[src/rtl/vdp_pkg.sv]
// Shared VDP definitions: VRAM table map, control-byte opcodes, status layout
// and the prefetch state encoding.
package vdp_pkg;

    localparam int unsigned NAME_BASE    = 32'h0000;
    localparam int unsigned NAME_SIZE    = 32'h0400;
    localparam int unsigned PATTERN_BASE = 32'h0800;
    localparam int unsigned PATTERN_SIZE = 32'h0800;
    localparam int unsigned COLOUR_BASE  = 32'h2000;
    localparam int unsigned COLOUR_SIZE  = 32'h0400;
    localparam int          OFFSET_W     = 11;

    localparam logic [1:0] OP_REG_WRITE  = 2'b10;
    localparam logic [1:0] OP_WRITE_ADDR = 2'b01;
    localparam logic [1:0] OP_READ_ADDR  = 2'b00;

    localparam int STATUS_F_BIT    = 7;
    localparam int REG1_IRQ_EN_BIT = 5;

    typedef enum logic [1:0] {
        TBL_NAME    = 2'd0,
        TBL_PATTERN = 2'd1,
        TBL_COLOUR  = 2'd2,
        TBL_NONE    = 2'd3
    } tbl_e;

    typedef enum logic [1:0] {
        PF_IDLE    = 2'd0,
        PF_FETCH   = 2'd1,
        PF_CAPTURE = 2'd2
    } pf_state_e;

    // Unsigned wrap turns the two-sided range test into a single compare.
    function automatic logic in_table(input int unsigned a, input int unsigned base,
                                      input int unsigned size);
        return (a - base) < size;
    endfunction

endpackage

[src/rtl/vdp_vram_decode.sv]
// Maps a unified VRAM address onto a table select, a RAM-local offset and a
// mapped flag; purely combinational so any VRAM client can share it.
module vdp_vram_decode
    import vdp_pkg::*;
#(
    parameter int ADDR_W = 14
) (
    input  logic [ADDR_W-1:0]   addr,
    output tbl_e                tbl_sel,
    output logic [OFFSET_W-1:0] ram_offset,
    output logic                mapped
);

    logic [31:0] addr_ext;
    assign addr_ext = 32'(addr);

    always_comb begin
        tbl_sel    = TBL_NONE;
        ram_offset = '0;
        mapped     = 1'b0;
        if (in_table(addr_ext, NAME_BASE, NAME_SIZE)) begin
            tbl_sel    = TBL_NAME;
            ram_offset = OFFSET_W'(addr_ext - NAME_BASE);
            mapped     = 1'b1;
        end else if (in_table(addr_ext, PATTERN_BASE, PATTERN_SIZE)) begin
            tbl_sel    = TBL_PATTERN;
            ram_offset = OFFSET_W'(addr_ext - PATTERN_BASE);
            mapped     = 1'b1;
        end else if (in_table(addr_ext, COLOUR_BASE, COLOUR_SIZE)) begin
            tbl_sel    = TBL_COLOUR;
            ram_offset = OFFSET_W'(addr_ext - COLOUR_BASE);
            mapped     = 1'b1;
        end
    end

endmodule

[src/rtl/vdp_cpu_port.sv]
// CPU-side VDP port: decodes Z180 data/control accesses into VRAM writes,
// read-ahead fetches, register writes and status reads.
module vdp_cpu_port
    import vdp_pkg::*;
#(
    parameter int ADDR_W   = 14,
    parameter int NUM_REGS = 8
) (
    input  logic                  pxclk,
    input  logic                  reset,
    input  logic                  cpu_wr_stb,
    input  logic                  cpu_rd_stb,
    input  logic                  cpu_mode,
    input  logic [7:0]            cpu_wdata,
    output logic [7:0]            cpu_rdata,
    input  logic                  vsync_in,
    output logic [ADDR_W-1:0]     vram_addr,
    output logic [7:0]            vram_wdata,
    output logic                  name_we,
    output logic                  pattern_we,
    output logic                  colour_we,
    output logic                  vram_re,
    input  logic [7:0]            name_rdata,
    input  logic [7:0]            pattern_rdata,
    input  logic [7:0]            colour_rdata,
    output logic [8*NUM_REGS-1:0] regs_out,
    output logic                  irq
);

    // Strobes are single-cycle pulses with no ready/backpressure: the CPU
    // guarantees at least 4 cycles between strobes, so every access completes
    // (including the two-cycle prefetch) before the next one can arrive.

    pf_state_e                 state_q, state_d;
    logic [ADDR_W-1:0]         addr_q, addr_d;
    logic [ADDR_W-1:0]         vram_addr_q, vram_addr_d;
    logic [7:0]                vram_wdata_q, vram_wdata_d;
    logic [7:0]                latch_q, latch_d;
    logic [7:0]                buf_q, buf_d;
    logic [7:0]                rdata_q, rdata_d;
    logic [NUM_REGS-1:0][7:0]  regs_q, regs_d;
    logic                      second_q, second_d;
    logic                      f_q, f_d;
    logic                      vsync_prev_q, vsync_prev_d;
    logic                      wr_q, wr_d;
    logic                      start_fetch;
    logic                      f_clear;
    logic [2:0]                reg_idx;

    tbl_e                      dec_sel;
    logic [OFFSET_W-1:0]       dec_offset;
    logic                      dec_mapped;
    logic                      unused_offset;

    // The registered access address drives both write-enable decode and capture.
    vdp_vram_decode #(.ADDR_W(ADDR_W)) u_decode (
        .addr       (vram_addr_q),
        .tbl_sel    (dec_sel),
        .ram_offset (dec_offset),
        .mapped     (dec_mapped)
    );

    assign unused_offset = ^dec_offset;
    assign reg_idx       = cpu_wdata[2:0];

    always_comb begin
        addr_d       = addr_q;
        vram_addr_d  = vram_addr_q;
        vram_wdata_d = vram_wdata_q;
        latch_d      = latch_q;
        buf_d        = buf_q;
        rdata_d      = rdata_q;
        regs_d       = regs_q;
        second_d     = second_q;
        wr_d         = 1'b0;
        start_fetch  = 1'b0;
        f_clear      = 1'b0;
        state_d      = state_q;
        vsync_prev_d = vsync_in;

        if (cpu_wr_stb) begin
            if (cpu_mode) begin
                if (!second_q) begin
                    latch_d  = cpu_wdata;
                    second_d = 1'b1;
                end else begin
                    second_d = 1'b0;
                    case (cpu_wdata[7:6])
                        OP_REG_WRITE: begin
                            if (32'(reg_idx) < NUM_REGS) regs_d[reg_idx] = latch_q;
                        end
                        OP_WRITE_ADDR: addr_d = ADDR_W'({cpu_wdata[5:0], latch_q});
                        OP_READ_ADDR: begin
                            vram_addr_d = ADDR_W'({cpu_wdata[5:0], latch_q});
                            addr_d      = ADDR_W'({cpu_wdata[5:0], latch_q}) + ADDR_W'(1);
                            start_fetch = 1'b1;
                        end
                        default: ;
                    endcase
                end
            end else begin
                vram_addr_d  = addr_q;
                vram_wdata_d = cpu_wdata;
                wr_d         = 1'b1;
                addr_d       = addr_q + ADDR_W'(1);
                second_d     = 1'b0;
            end
        end

        if (cpu_rd_stb) begin
            second_d = 1'b0;
            if (cpu_mode) begin
                rdata_d = '0;
                rdata_d[STATUS_F_BIT] = f_q;
                f_clear = 1'b1;
            end else begin
                rdata_d     = buf_q;
                vram_addr_d = addr_q;
                addr_d      = addr_q + ADDR_W'(1);
                start_fetch = 1'b1;
            end
        end

        // A vsync edge wins over a same-cycle status-read clear.
        f_d = f_q;
        if (vsync_in && !vsync_prev_q) f_d = 1'b1;
        else if (f_clear)              f_d = 1'b0;

        case (state_q)
            PF_IDLE:    if (start_fetch) state_d = PF_FETCH;
            PF_FETCH:   state_d = PF_CAPTURE;
            PF_CAPTURE: begin
                state_d = PF_IDLE;
                case (dec_sel)
                    TBL_NAME:    buf_d = name_rdata;
                    TBL_PATTERN: buf_d = pattern_rdata;
                    TBL_COLOUR:  buf_d = colour_rdata;
                    default:     buf_d = 8'hFF;
                endcase
            end
            default:    state_d = PF_IDLE;
        endcase
    end

    always_ff @(posedge pxclk) begin
        if (reset) begin
            state_q      <= PF_IDLE;
            addr_q       <= '0;
            vram_addr_q  <= '0;
            vram_wdata_q <= '0;
            latch_q      <= '0;
            buf_q        <= '0;
            rdata_q      <= '0;
            regs_q       <= '0;
            second_q     <= 1'b0;
            f_q          <= 1'b0;
            vsync_prev_q <= 1'b0;
            wr_q         <= 1'b0;
        end else begin
            state_q      <= state_d;
            addr_q       <= addr_d;
            vram_addr_q  <= vram_addr_d;
            vram_wdata_q <= vram_wdata_d;
            latch_q      <= latch_d;
            buf_q        <= buf_d;
            rdata_q      <= rdata_d;
            regs_q       <= regs_d;
            second_q     <= second_d;
            f_q          <= f_d;
            vsync_prev_q <= vsync_prev_d;
            wr_q         <= wr_d;
        end
    end

    assign cpu_rdata  = rdata_q;
    assign vram_addr  = vram_addr_q;
    assign vram_wdata = vram_wdata_q;
    assign name_we    = wr_q && dec_mapped && (dec_sel == TBL_NAME);
    assign pattern_we = wr_q && dec_mapped && (dec_sel == TBL_PATTERN);
    assign colour_we  = wr_q && dec_mapped && (dec_sel == TBL_COLOUR);
    assign vram_re    = (state_q == PF_FETCH);
    assign regs_out   = regs_q;
    assign irq        = f_q & regs_q[1][REG1_IRQ_EN_BIT];

endmodule

[config.mk]
export PLATFORM = sky130hd
export DESIGN_NAME = vdp_cpu_port
export DESIGN_NICKNAME = d
export VERILOG_FILES = /design/src/rtl/vdp_pkg.sv /design/src/rtl/vdp_vram_decode.sv /design/src/rtl/vdp_cpu_port.sv
export SDC_FILE = /design/constraint.sdc
export NUM_CORES = 1
export LEC_CHECK = 0
export BUFFER_PORTS_ARGS = -buffer_cell sky130_fd_sc_hd__buf_2
export CORE_ASPECT_RATIO = 0.5
export CORE_MARGIN = 2
export CORE_UTILIZATION = 49
export DETAILED_ROUTE_END_ITERATION = 8
export GPL_ROUTABILITY_DRIVEN = 0
export PLACE_DENSITY = 0.75
export SLEW_MARGIN = 15
export SYNTH_ARGS = -nofsm -noshare
export SYNTH_HDL_FRONTEND = slang
export SYNTH_SLANG_ARGS = --single-unit
[constraint.sdc]
create_clock -name pxclk -period 1.7 [get_ports pxclk]
set_input_delay 0.34 -clock pxclk [delete_from_list [all_inputs] [get_ports pxclk]]
set_output_delay 0.34 -clock pxclk [all_outputs]
set_load 0.1 [all_outputs]
# Word level (Yosys, flattened, before mapping)
# Cells that the tools add are included.
dict set report word_totals {
  word_cells 93
  regBits 130
}
dict set report classes {
  magnitude_cmp 5
  eq_ne 7
  add_sub_neg 4
  mux 38
  bitwise_logic 4
  n_reduce_logical 16
}
# operator count
set ops {}
lappend ops {{2-to-1 mux 14 bit} 11}
lappend ops {{bitwise mux 64 bit} 1}
lappend ops {{less-than comparator 32 x 11 -> 1 bit, second input constant} 1}
lappend ops {{less-than comparator 32 x 12 -> 1 bit, second input constant} 1}
lappend ops {{adder 14 x 1 -> 14 bit, second input constant} 2}
lappend ops {{case mux 14 bit (2 select lines)} 1}
lappend ops {{demux 8 bit (select 3 bit)} 1}
lappend ops {{case mux 8 bit (3 select lines)} 1}
lappend ops {{2-to-1 mux 1 bit} 17}
lappend ops {{2-to-1 mux 8 bit} 2}
lappend ops {{subtractor 14 x 12 -> 15 bit, second input constant} 1}
lappend ops {{subtractor 14 x 14 -> 15 bit, second input constant} 1}
lappend ops {{less-than comparator 14 x 11 -> 1 bit, second input constant} 1}
lappend ops {{== test 2 x 1 -> 1 bit, second input constant} 3}
lappend ops {{== test 2 bit, second input constant} 3}
lappend ops {{logical AND 1 bit} 6}
lappend ops {{zero test 2 bit} 3}
lappend ops {{2-to-1 mux 2 bit} 3}
lappend ops {{less-than comparator 3 x 4 -> 1 bit, second input constant} 1}
lappend ops {{case mux 2 bit (2 select lines)} 1}
lappend ops {{AND reduction 4 bit} 1}
lappend ops {{OR reduction 2 bit} 2}
lappend ops {{>= comparator 3 x 1 -> 1 bit, second input constant} 1}
lappend ops {{inverter 1 bit} 3}
lappend ops {{6 further kinds} 6}

# Depth between registers and ports, before layout
dict set report depth {
  depth_word 9
  depth_mapped 7
  depth_no_buf 6
}

# Cells and area by module
# A second synthesis with hierarchy kept.
dict set report unflattened {
  cells_unflattened 701
  hier_area_um2 6102.1
}
# module seq_area_each_um2 area_per_inst_um2 cells_per_inst n_inst
set by_module_without_submodules {}
lappend by_module_without_submodules {vdp_cpu_port 2602.5 5810.6 658 1}
lappend by_module_without_submodules {vdp_vram_decode 0.0 291.5 43 1}

# Worst setup path after synthesis
# OpenSTA, ideal clock, no wires.
dict set report synth_timing {
  path_type {register to output}
  from {reg vram_addr_q[12] (netlist: vram_addr[12])}
  to {out pattern_we}
  t_arrival_ns 2.670
  stages_incl_launch_ff 7
  t_required_ns 1.360
  setup_slack_ns -1.310
  path_buffers 1
  cell_sequence {dfxtp_1 > inv_1 > ha_1 > xnor2_1 > and3_1 > clkbuf_1 > and2_1}
}
dict set report synth_via {
  elab_chain_cells 7
  elab_cells_between_ends 14
}
# element line_no
set synth_lines {}
lappend synth_lines {{from (decl)} vdp_cpu_port.sv:36} ;# logic [ADDR_W-1:0] vram_addr_q, vram_addr_d;
lappend synth_lines {{from (signal assigned)} vdp_cpu_port.sv:162} ;# vram_addr_q <= vram_addr_d;
lappend synth_lines {{subtractor 14 x 14 -> 15 bit} vdp_pkg.sv:36} ;# return (a - base) < size;
lappend synth_lines {{less-than comparator 32 x 11 -> 1 bit} vdp_pkg.sv:36}
lappend synth_lines {{2-to-1 mux 1 bit} vdp_vram_decode.sv:29} ;# end else if (in_table(addr_ext, COLOUR_BASE, COLOUR_SIZE)) begin
lappend synth_lines {{2-to-1 mux 2 bit or 2-to-1 mux 1 bit (tied branches)} vdp_vram_decode.sv:25} ;# end else if (in_table(addr_ext, PATTERN_BASE, PATTERN_SIZE)) begin
lappend synth_lines {{2-to-1 mux 2 bit or 2-to-1 mux 1 bit (tied branches)} vdp_vram_decode.sv:21} ;# if (in_table(addr_ext, NAME_BASE, NAME_SIZE)) begin
lappend synth_lines {{== test 2 x 1 -> 1 bit or logical AND 1 bit (tied branches)} vdp_cpu_port.sv:179} ;# assign pattern_we = wr_q && dec_mapped && (dec_sel == TBL_PATTERN);
lappend synth_lines {{logical AND 1 bit *} vdp_cpu_port.sv:179}
lappend synth_lines {{to (decl)} vdp_cpu_port.sv:20} ;# output logic pattern_we,
# Every way passes the cells marked *; elsewhere a longest branch is shown, timed or not.

# Worst setup path after layout
# Ends and elaborated chain as after synthesis.

==> results.tsv <==
stage	metric	value	unit
synth	syn_area_per_cell	8.81	um2
worst_setup_path	Worst path depth	6	
synth	number of library cell types mapped by synthesis	62	
floorplan	I/O Pins	137	
synth	syn_nets	708	
sta	# setup viols final	3	
worst_setup_path	startpoint class of the critical path	flip-flop	
power_and_ir_drop	PwrDens	994	mW/mm2
sta	Slew Limit Fails	0	
worst_setup_path	crit path cell chain	inv_4, ha_4, xnor2_2, and3_4, and2_4, buf_12	
sta	Fmax	518	MHz
placement	number of port buffers	136	
worst_setup_path	data required time of the critical path	1360	ps
floorplan	die width	159	um
clock_tree	insertion delay of the later-clocked pin in the worst-skew pair	410	ps
sta	Final period util	114	%
drt	vias	5672	
finish	Area growth, synth to finish	34.4	%
worst_setup_path	CP max stage delay	370	ps
floorplan	area of the die	0.0129	mm2
sta	RSZ-0062 raised after global routing	yes	
worst_setup_path	r2r endpoint	addr_q[12]$_SDFF_PP0_	
drt	WL/cell	16.8	um
worst_setup_path	CP Buf/Inv Count	2	
synth	Top FF cell, synth	dfxtp_1	
synth	Post-Synthesis Cells	667	
finish	diodes inserted	0	
worst_setup_path	R2R depth	6	
drt	DR iter-0 viols	499	
worst_setup_path	worst-path fanout max	3	
synth	top cell type by total area after synthesis	dfxtp_1	
run_status	violated checks	negative setup slack	
synth	post-synth top area share	44.3	%
clock_tree	clk buf depth	2	
drt	DRT Pass-1 Iters	5	
grt	first-pass GRT wire length	27000	um
clock_tree	clk slew on worst S/H paths	50	ps
floorplan	die height	81.4	um
power_and_ir_drop	P_leak	3.53	nW
placement	placed insts	983	
finish	commonest non-fill, non-tap cells in the layout	buf_2, dfxtp_1, nor2_1	
clock_tree	hold_buf cts	0	
drt	Residual DRC	0	
synth	Seq/Total Area, Yosys	44.3	%
floorplan	core footprint	0.0117	mm2
clock_tree	CTS Buf Count	17	
min_path	worst min-delay path startpoint	vsync_in	
power_and_ir_drop	Tot Pwr	7.85	mW
worst_setup_path	last element of the critical path	pattern_we	
power_and_ir_drop	Peak supply drop	660	uV
synth	Syn. warnings	0	
grt	Tot GR Track Use	26.5	%
worst_setup_path	RR Startpoint	addr_q[1]$_SDFF_PP0_	
synth	largest cells by area after synthesis	dfxtp_1, mux2i_1, nor2_1, a21oi_1, nand2_1	
sta	Slew headroom	66.2	%
synth	#FFs+latches synth	130	
grt	antenna violations before repair	0	
sta	setup_tns	-561	ps
worst_setup_path	CP Class	reg2out	
worst_setup_path	slowest CP cell	dfxtp_4	
floorplan	row count	28	
finish	most common cell after layout, fill and taps aside	buf_2	
sta	Fin Hold WS	164	ps
sta	slew at the pin closest to its max-slew limit	511	ps
worst_setup_path	Critical Path Start	vram_addr[12]$_SDFF_PP0_	
finish	fin cells	1020	
synth	Post-synth ARST share	0	%
finish	# nets final	883	
finish	ratio of cells with drive above 1 in the final layout	33.3	%
clock_tree	H-tree levels	4	
placement	Post-DP HPWL	11700	um
sta	Worst Skew	8.50	ps
synth	mapped cell area	0.00587	mm2
sta	final hold vios	0	
job	max cap viols	0	
synth	number of synthesized flops with an enable pin	0	
worst_setup_path	CP arrival	1590	ps
grt	largest net degree at the start of global routing	56	
clock_tree	CTS Sinks	130	
drt	Routed Antenna Nets	0	
run_status	status	finished, violations left	
finish	post-layout util	67.3	%
grt	vias in the first global route	5236	
clock_tree	CTS tree	yes	
clock_tree	Root Buffer Master	clkbuf_16	
sta	Final WS setup	-232	ps
worst_setup_path	worst reg-to-reg setup slack	60	ps
worst_setup_path	kind of cell adding the most delay to the critical path	flip-flops	
grt	GR Overflow Total	0	
worst_setup_path	Setup crit end kind	output pin	
drt	WL final	17100	um
min_path	hold crit path type	in2reg	
sta	Tmin final	1930	ps
drt	Via density	5.56	
floorplan	initial core utilization	50.0	%
[cell type report]
type	instances	area [um2]
well taps	165	206
multi-input cells	472	3060
clock buffers	20	457
flip-flops and latches	130	2620
fillers	947	3840
inverters	8	35.0
clock inverters	12	148
repair buffers	213	1370
[Yosys cell counts (2+ instances only)]
cell	n
xor2_1	6
a211oi_1	15
nor4_1	2
xnor2_1	6
clkbuf_1	33
buf_4	5
or2_2	3
nor2b_1	9
buf_1	3
a31oi_1	4
o22ai_1	16
o21a_1	3
nand2_1	54
nor3b_1	3
nand3b_1	10
ha_1	3
and4_1	2
and3_1	5
inv_1	8
o211ai_1	3
dfxtp_1	130
o21ai_0	7
or3b_1	2
a221oi_1	4
nor2_1	99
nand3_1	25
nand4_1	6
a211oi_2	8
buf_2	15
mux2i_1	58
and4b_1	2
and2_1	6
a22oi_1	2
nand2b_1	13
o32ai_1	5
nor3_1	8
a21oi_1	52
a222oi_1	8
[worst min path at each step]
stage / end / slack [ps] / depth (start not counted)
final: vsync_prev_q$_SDFF_PP0_ / 160 / 2
after global routing: vsync_prev_q$_SDFF_PP0_ / 190 / 2
after CTS: vsync_prev_q$_SDFF_PP0_ / 160 / 2
after detailed placement: vram_wdata[2]$_SDFFE_PP0P_ / 440 / 2
after global placement: vram_wdata[4]$_SDFFE_PP0P_ / 440 / 2
after floorplan: state_q[0]$_SDFFE_PP0P_ / 440 / 1
[worst register-to-register path, cell delays in order, from the launching register on]
cell and delay, ps:
dfxtp_1 340, ha_2 200, nand4_1 150, or3b_4 450, nor2_4 100, mux2i_1 180
o32ai_1 100
[state kept, by name (all words and copies together), names as in the netlist]
register and flops:
vram_wdata 8, vram_addr 14, second_q 1, state_q 2
vsync_prev_q 1, buf_q 8, wr_q 1, latch_q 8
cpu_rdata 8, addr_q 14, regs_out 64, f_q 1
[per-stage QoR]
| stage | worst slack, ps | cell area, um2 |
|---|---|---|
| after floorplan | -178 | 5920 |
| after global placement | -83.2 | 7180 |
| after detailed placement | -116 | 7180 |
| after CTS | -254 | 7870 |
| after global routing | -280 | 7900 |
| final | -232 | 7900 |
[kinds of logic after synthesis]
kind of cell	share of synthesized area [%]
multiplexers	10.1
buffers and inverters	4.92
AO/OA/AOI/OAI	16.0
flip-flops	44.3
adder cells (fa/ha/maj)	0.639
AND/OR/NAND/NOR	22.3
XOR/XNOR	1.79
[per-layer routing]
layer | vias to the layer above | track usage (%) | wire length (um)
met5 | - | 0 | 0
met4 | 0 | 10.6 | 379
met3 | 38 | 7.53 | 1460
met2 | 237 | 41.8 | 7550
met1 | 2676 | 34.8 | 7720
li1 | 2721 | - | -
[timing repair]
action,CTS,global route
pin swaps,5,6
endpoints found under the setup margin,3,15
setup buffers,6,1
resized for setup,7,10
[power breakdown]
| group | leakage (nW) | internal (mW) | switching, mW |
|---|---|---|---|
| registers | 1.06 | 3.11 | 0.0520 |
| logic | 2.17 | 0.318 | 0.670 |
| clock network | 0.295 | 2.27 | 1.42 |
Note: power is estimated with default switching activity, not from simulation.
